--- config.mk ---
export PLATFORM = sky130hd
export DESIGN_NAME = store_drain_ctrl
export DESIGN_NICKNAME = d
export VERILOG_FILES = /design/src/rtl/store_drain_ctrl.sv
export SDC_FILE = /design/constraint.sdc
export NUM_CORES = 1
export LEC_CHECK = 0
export BUFFER_PORTS_ARGS = -buffer_cell sky130_fd_sc_hd__buf_2
export CAP_MARGIN = 20
export CORE_UTILIZATION = 49
export DETAILED_ROUTE_END_ITERATION = 16
export GPL_TIMING_DRIVEN = 0
export PLACE_DENSITY = 0.81
export SLEW_MARGIN = 30
export SYNTH_ARGS = -nofsm -noshare
export SYNTH_HDL_FRONTEND = slang
export SYNTH_SLANG_ARGS = --single-unit
--- constraint.sdc ---
create_clock -name clk_i -period 1.5 [get_ports clk_i]
set_input_delay 0.225 -clock clk_i [delete_from_list [all_inputs] [get_ports clk_i]]
set_output_delay 0.225 -clock clk_i [all_outputs]
set_load 0.005 [all_outputs]
--- src/rtl/store_drain_ctrl.sv ---
// Store-buffer drain sequencer: serialises fences and AMOs against
// committed stores, owns the D$ store-port hand-off and a drain watchdog.
module store_drain_ctrl #(
   parameter int unsigned DRAIN_TIMEOUT = 1024
) (
   input  logic clk_i,
   input  logic rst_ni,
   input  logic flush_i,
   input  logic fence_req_i,
   output logic fence_done_o,
   input  logic amo_req_i,
   output logic amo_gnt_o,
   input  logic amo_done_i,
   input  logic no_st_pending_i,
   input  logic store_buffer_empty_i,
   output logic stall_store_o,
   output logic stall_st_pending_o,
   output logic drain_timeout_o,
   output logic busy_o
);

   localparam int unsigned CW = $clog2(DRAIN_TIMEOUT + 2);
   localparam logic [CW-1:0] WD_TO  = CW'(DRAIN_TIMEOUT);
   localparam logic [CW-1:0] WD_SAT = CW'(DRAIN_TIMEOUT + 1);

   typedef enum logic [1:0] {
      IDLE,
      DRAIN_FENCE,
      DRAIN_AMO,
      AMO_ACTIVE
   } state_e;

   state_e        state_q;
   logic [CW-1:0] wd_cnt_q;
   logic          draining;
   logic          drain_ok;

   assign draining = (state_q == DRAIN_FENCE) ||
                     (state_q == DRAIN_AMO);
   assign drain_ok = (state_q == DRAIN_FENCE) ?
                     store_buffer_empty_i : no_st_pending_i;

   always_ff @(posedge clk_i or negedge rst_ni) begin
      if (!rst_ni) begin
         state_q  <= IDLE;
         wd_cnt_q <= '0;
      end else begin
         // Saturation past the threshold keeps the timeout a single pulse
         if (draining && (wd_cnt_q != WD_SAT))
            wd_cnt_q <= wd_cnt_q + 1'b1;
         case (state_q)
            IDLE: begin
               if (amo_req_i) begin
                  state_q  <= DRAIN_AMO;
                  wd_cnt_q <= '0;
               end else if (fence_req_i) begin
                  state_q  <= DRAIN_FENCE;
                  wd_cnt_q <= '0;
               end
            end
            DRAIN_FENCE: begin
               if (store_buffer_empty_i)
                  state_q <= IDLE;
            end
            DRAIN_AMO: begin
               if (flush_i)
                  state_q <= IDLE;
               else if (no_st_pending_i)
                  state_q <= AMO_ACTIVE;
            end
            AMO_ACTIVE: begin
               if (amo_done_i)
                  state_q <= IDLE;
            end
            default: state_q <= IDLE;
         endcase
      end
   end

   assign fence_done_o       = (state_q == DRAIN_FENCE) &&
                               store_buffer_empty_i;
   assign amo_gnt_o          = (state_q == AMO_ACTIVE);
   assign stall_st_pending_o = (state_q == AMO_ACTIVE);
   assign stall_store_o      = (state_q != IDLE);
   assign busy_o             = (state_q != IDLE);
   assign drain_timeout_o    = draining && (wd_cnt_q == WD_TO) &&
                               !drain_ok;

endmodule

# After elaboration in Yosys (flattened, before gate mapping)
# Index checks and enable logic that the tools add are counted.
op_classes:
  reduce_logical: 9
  add_sub_neg: 1
  eq_ne: 9
  muxes: 12
ops:
  columns: ["operator", "count"]
  rows:
  - ["two-way mux 11 bit", 4]
  - ["two-way mux 2 bit", 6]
  - ["adder 11 x 1 -> 11 bit (second input constant)", 1]
  - ["equality test 11 bit (second input constant)", 1]
  - ["inequality test 11 bit (second input constant)", 1]
  - ["case mux 2 bit (4 select lines)", 1]
  - ["inequality test 3 bit (second input constant)", 2]
  - ["equality test 2 bit (second input constant)", 2]
  - ["logical AND 1 bit", 4]
  - ["AND reduction 4 bit", 1]
  - ["equality test 2 x 1 -> 1 bit (second input constant)", 1]
  - ["zero test 2 bit", 1]
  - ["inequality test 2 x 1 -> 1 bit (second input constant)", 1]
  - ["inequality test 2 bit (second input constant)", 1]
  - ["nonzero test 2 bit", 1]
  - ["zero test 1 bit", 1]
  - ["logical OR 1 bit", 1]
  - ["two-way mux 1 bit", 1]
word_totals:
  word_cells: 33
  in_bits: 8
  ff_bits: 13

# Depth between registers and ports, before layout
depth:
  ltp_word: 7
  mapped_depth: 6

# Worst setup path after synthesis
# No wires, ideal clock.
synth_path:
  path_kind: "register -> register"
  start: "register state_q[0]"
  end: "register wd_cnt_q[10]"
  setup_time_ps: 78
  setup_slack_ps: -163
  n_path_buf: 1
  path_stages_with_launch: 7
  t_arrival_ps: 1585
  path_cell_list: "dfrtp_1 > inv_1 > ha_1 > buf_4 > nand4_4 > or4_1 > a21oi_1"
synth_between:
  elab_chain_len: 7
  elab_cells_between_ends: 9
synth_lines:
  columns: ["element", "line", "source"]
  rows:
  - ["start: declaration", "33", "state_e state_q;"]
  - ["start signal: assignment", "45", "state_q <= IDLE;"]
  - ["start signal: assignment", "54", "state_q <= DRAIN_AMO;"]
  - ["start signal: assignment", "57", "state_q <= DRAIN_FENCE;"]
  - ["equality test 2 x 1 -> 1 bit or equality test 2 bit (tied branches)", "38, 39", null]
  - ["logical OR 1 bit", "38", "assign draining = (state_q == DRAIN_FENCE) ||"]
  - ["logical AND 1 bit", "49", "if (draining && (wd_cnt_q != WD_SAT))"]
  - ["two-way mux 11 bit", "49", null]
  - ["two-way mux 11 bit", "56", "end else if (fence_req_i) begin"]
  - ["two-way mux 11 bit", "53", "if (amo_req_i) begin"]
  - ["two-way mux 11 bit *", "51", "case (state_q)"]
  - ["end signal: assignment", "50", "wd_cnt_q <= wd_cnt_q + 1'b1;"]
  - ["end: declaration", "34", "logic [CW-1:0] wd_cnt_q;"]
# Mark *: on every way between the ends. The rest lies on a longest branch, timed or not.
# A chain may end at the register's enable or synchronous reset.

# Final worst setup path
layout_path:
  start: "register state_q[1]"
  end: "output drain_timeout_o"
layout_between:
  elab_chain_len: 4
  elab_cells_between_ends: 7
layout_lines:
  columns: ["element", "line", "source"]
  rows:
  - ["equality test 2 x 1 -> 1 bit or equality test 2 bit (tied branches)", "38, 40, 39", null]
  - ["two-way mux 1 bit or logical OR 1 bit (tied branches)", "40, 38", null]
  - ["zero test 1 bit or logical AND 1 bit (tied branches)", "87, 86", null]
  - ["logical AND 1 bit *", "86", "assign drain_timeout_o = draining && (wd_cnt_q == WD_TO) &&"]
  - ["end: declaration", "18", "output logic drain_timeout_o,"]
# Marks and branches as above.

==> results.sh <==
export IMPL_status="finished, violations left"
export IMPL_violations="negative setup slack"
export IMPL_cts_sinks=13
export IMPL_die_area_um2=1980
export IMPL_async_flop_share_pct=100
export IMPL_end_kind="output port"
export IMPL_ys_flop_type="dfrtp_1"
export IMPL_period_share_pct=115
export IMPL_diodes=0
export IMPL_p_seq_share_pct=22.8
export IMPL_worst_path_stages=6
export IMPL_pwr_share_comb_pct=65.9
export IMPL_min_period_ns=1.73
export IMPL_synthDistinctLibCells=28
export IMPL_wl_per_cell_um=15.2
export IMPL_vias=815
export IMPL_clkPwrFrac_pct=11.3
export IMPL_layout_drive_gt1_share_pct=50.4
export IMPL_synth_seq_area_share_pct=36.8
export IMPL_finClkSkew_ns=0.00318
export IMPL_num_rows=14
export IMPL_drtIter0Drc=25
export IMPL_synth_most_common_cell="dfrtp_1"
export IMPL_syn_nets=110
export IMPL_synth_area_per_cell_um2=9.30
export IMPL_final_nets=143
export IMPL_synth_edf_count=0
export IMPL_fin_cells=151
export IMPL_fp_dieW_um=44.5
export IMPL_ys_ff_latch=13
export IMPL_tightest_slew_ns=0.484
export IMPL_antenna_found_initial=0
export IMPL_crit_slowest_cell="dfrtp_1"
export IMPL_slowest_delay_ns=0.38
export IMPL_finalSetupViolCount=12
export IMPL_coreArea_um2=1590
export IMPL_grt_max_degree=14
export IMPL_power_static_leakage_nw=0.596
export IMPL_yosysWarnings=0
export IMPL_multi_input_area_um2=677
export IMPL_grt_pass1_vias=795
export IMPL_hold_viol=0
export IMPL_path_clk_slew_ns=0.09
export IMPL_drc=0
export IMPL_required_ns=1.27
export IMPL_grt_pass1_wl_um=3620
export IMPL_dieHeight_um=44.5
export IMPL_dpl_worst_slack_ns=-0.222
export IMPL_routed_via_density=5.40
export IMPL_dp_cells=132
export IMPL_p_int_w=0.00119
export IMPL_antenna_left=0
export IMPL_slew_headroom_pct=67.4
export IMPL_reg2reg_depth=7
export IMPL_syn_cell_area_um2=883
export IMPL_reg2reg_from="state_q[0]"
export IMPL_dr_pass1_iters=4
export IMPL_gp_congestion=0.818
export IMPL_peakVddDrop_uv=1270
export IMPL_tns_ns=-1.29
export IMPL_initial_core_util_pct=55.4
export IMPL_synth_top_area_share_pct=36.8
export IMPL_cts_tree="yes"
export IMPL_area_delta_synth_final_pct=50.7
export IMPL_synth_commonest_cells="dfrtp_1, a21oi_1, nand2_1, ha_1, inv_1"
export IMPL_hp_start="amo_req_i"
export IMPL_final_setup_worst_slack_ns=-0.231
export IMPL_clk_latency_ns=0.28
export IMPL_cap_viol_max_count=0
export IMPL_critPathKind="reg2out"
export IMPL_startpoint_type="flip-flop"
export IMPL_cp_data_arrival_time_ns=1.51
export IMPL_synthTopCellsByArea="dfrtp_1, ha_1, a21oi_1"
export IMPL_regArea_um2=327
export IMPL_rrSetupSlack_ns=-0.17
export IMPL_crit_chain="inv_2 -> ha_2 -> and2_1 -> nor3_2 -> and3_1 -> buf_2"
export IMPL_place_area_um2=995
export IMPL_min_path_type="in2reg"
export IMPL_cts_root_buffer="clkbuf_4"
export IMPL_final_area_um2=1330
export IMPL_portBuffers=13
export IMPL_p_sw_w=0.000790
export IMPL_path_buf_inv=2
export IMPL_cts_buffers_inserted=3
export IMPL_htree_levels=1
export IMPL_fillers=84
export IMPL_switching_share_pct=39.8
export IMPL_critical_path_endpoint="drain_timeout_o"
export IMPL_max_freq_mhz=578
export IMPL_post_synth_top_area_cell="dfrtp_1"
export IMPL_worst_setup_path_startpoint="state_q[1]"
export IMPL_rr_endpoint="wd_cnt_q[7]"
export IMPL_postSynthCellCount=95
export IMPL_rsz0062_at_grt="true"
export IMPL_critPathTopFamily="simple AND/OR/NAND/NOR gates"
export IMPL_worstPathMaxFanout=3
export IMPL_cts_max_path_buffers=2
export IMPL_wl_um=2290
export IMPL_dpl_hpwl_um=1310
export IMPL_drv_slew=0
export IMPL_overflow=0
export IMPL_io_pins=14
export IMPL_grt_usage_pct=25.5
export IMPL_power_density_nw_per_um2=1490
tightest hold or removal path, delay by kind of cell:
kind | cells | cell delay, ns
multiplexers | 1 | 0.13
buffers and inverters | 1 | 0.11
AO/OA/AOI/OAI | 1 | 0.07
what timing repair did:
item | CTS | global route
endpoints found under the hold margin | 13 | 0
hold buffers | 1 | 0
buffers inserted | 11 | 5
resized for setup | 20 | 20
endpoints found under the setup margin | 13 | 15
pin swaps | 12 | 5
registers in the layout, indices dropped and copies added (netlist names):
| register | count |
|---|---|
| state_q | 2 |
| wd_cnt_q | 11 |
stage by stage:
stage | total power, W | util [%] | hold WS [ns]
detailed placement | 0.00120 | 62.4 | 0.121
global placement | 0.00118 | 62.4 | 0.127
finish | 0.00198 | 83.5 | 0.302
CTS | 0.00172 | 75.7 | 0.313
floorplan | 0.00102 | - | -0.0706
global route | 0.00210 | 83.5 | 0.341
cell usage in the layout (no fill, tap or decap), types with 2 or more instances in the layout:
cell type  instances
clkbuf_4           3
nand4_1            4
dfrtp_1           12
and2_1             2
ha_1               2
a21oi_1            5
ha_4               4
nand2_1            6
o21ai_0            4
inv_1              4
buf_6              2
buf_4             14
inv_2              2
a21oi_2            2
or3_4              2
xor2_1             3
mux2i_1            4
nor2_1             4
nor2b_1            2
or3_1              2
buf_2             14
metal layers:
metal / share of wire (%) / global-route usage (%) / vias up
met3: 2.1 / 4.90 / 0
met1: 46 / 32.1 / 400
li1: - / - / 400
met5: 0 / 0 / -
met2: 52 / 44.4 / 15
met4: 0 / 6.67 / 0
power by group through the flow:
stage          logic [W]  registers, W  clock network (W)
6_report         0.00131      0.000452           0.000225
5_1_grt          0.00140      0.000460           0.000242
4_1_cts          0.00105      0.000448           0.000220
3_5_place_dp    0.000742      0.000459                  0
3_3_place_gp    0.000723      0.000458                  0
2_1_floorplan   0.000569      0.000451                  0
worst min-delay path by stage:
stage | to | cells after the start
floorplan | state_q[0] | 0
global placement | wd_cnt_q[3] | 1
detailed placement | wd_cnt_q[3] | 1
CTS | state_q[1] | 3
global route | state_q[1] | 3
finish | state_q[1] | 3
final cells by class:
type | instances | area share [%]
multi-input cells | 70 | 50.8
flip-flops and latches | 13 | 24.5
repair buffers | 29 | 16.2
well taps | 24 | 2.26
inverters | 7 | 2.16
plain buffers | 4 | 2.07
clock buffers | 4 | 1.97
cells by family after synthesis:
family / Yosys count / share of synthesized area [%]
simple gates: 38 / 26.1
flops: 13 / 36.8
mux: 4 / 4.53
compound gates: 18 / 12.7
xor+xnor: 3 / 2.98
buf+inv: 12 / 6.94
fa+ha+maj: 7 / 9.91
Power figures use the tool's default switching activity.
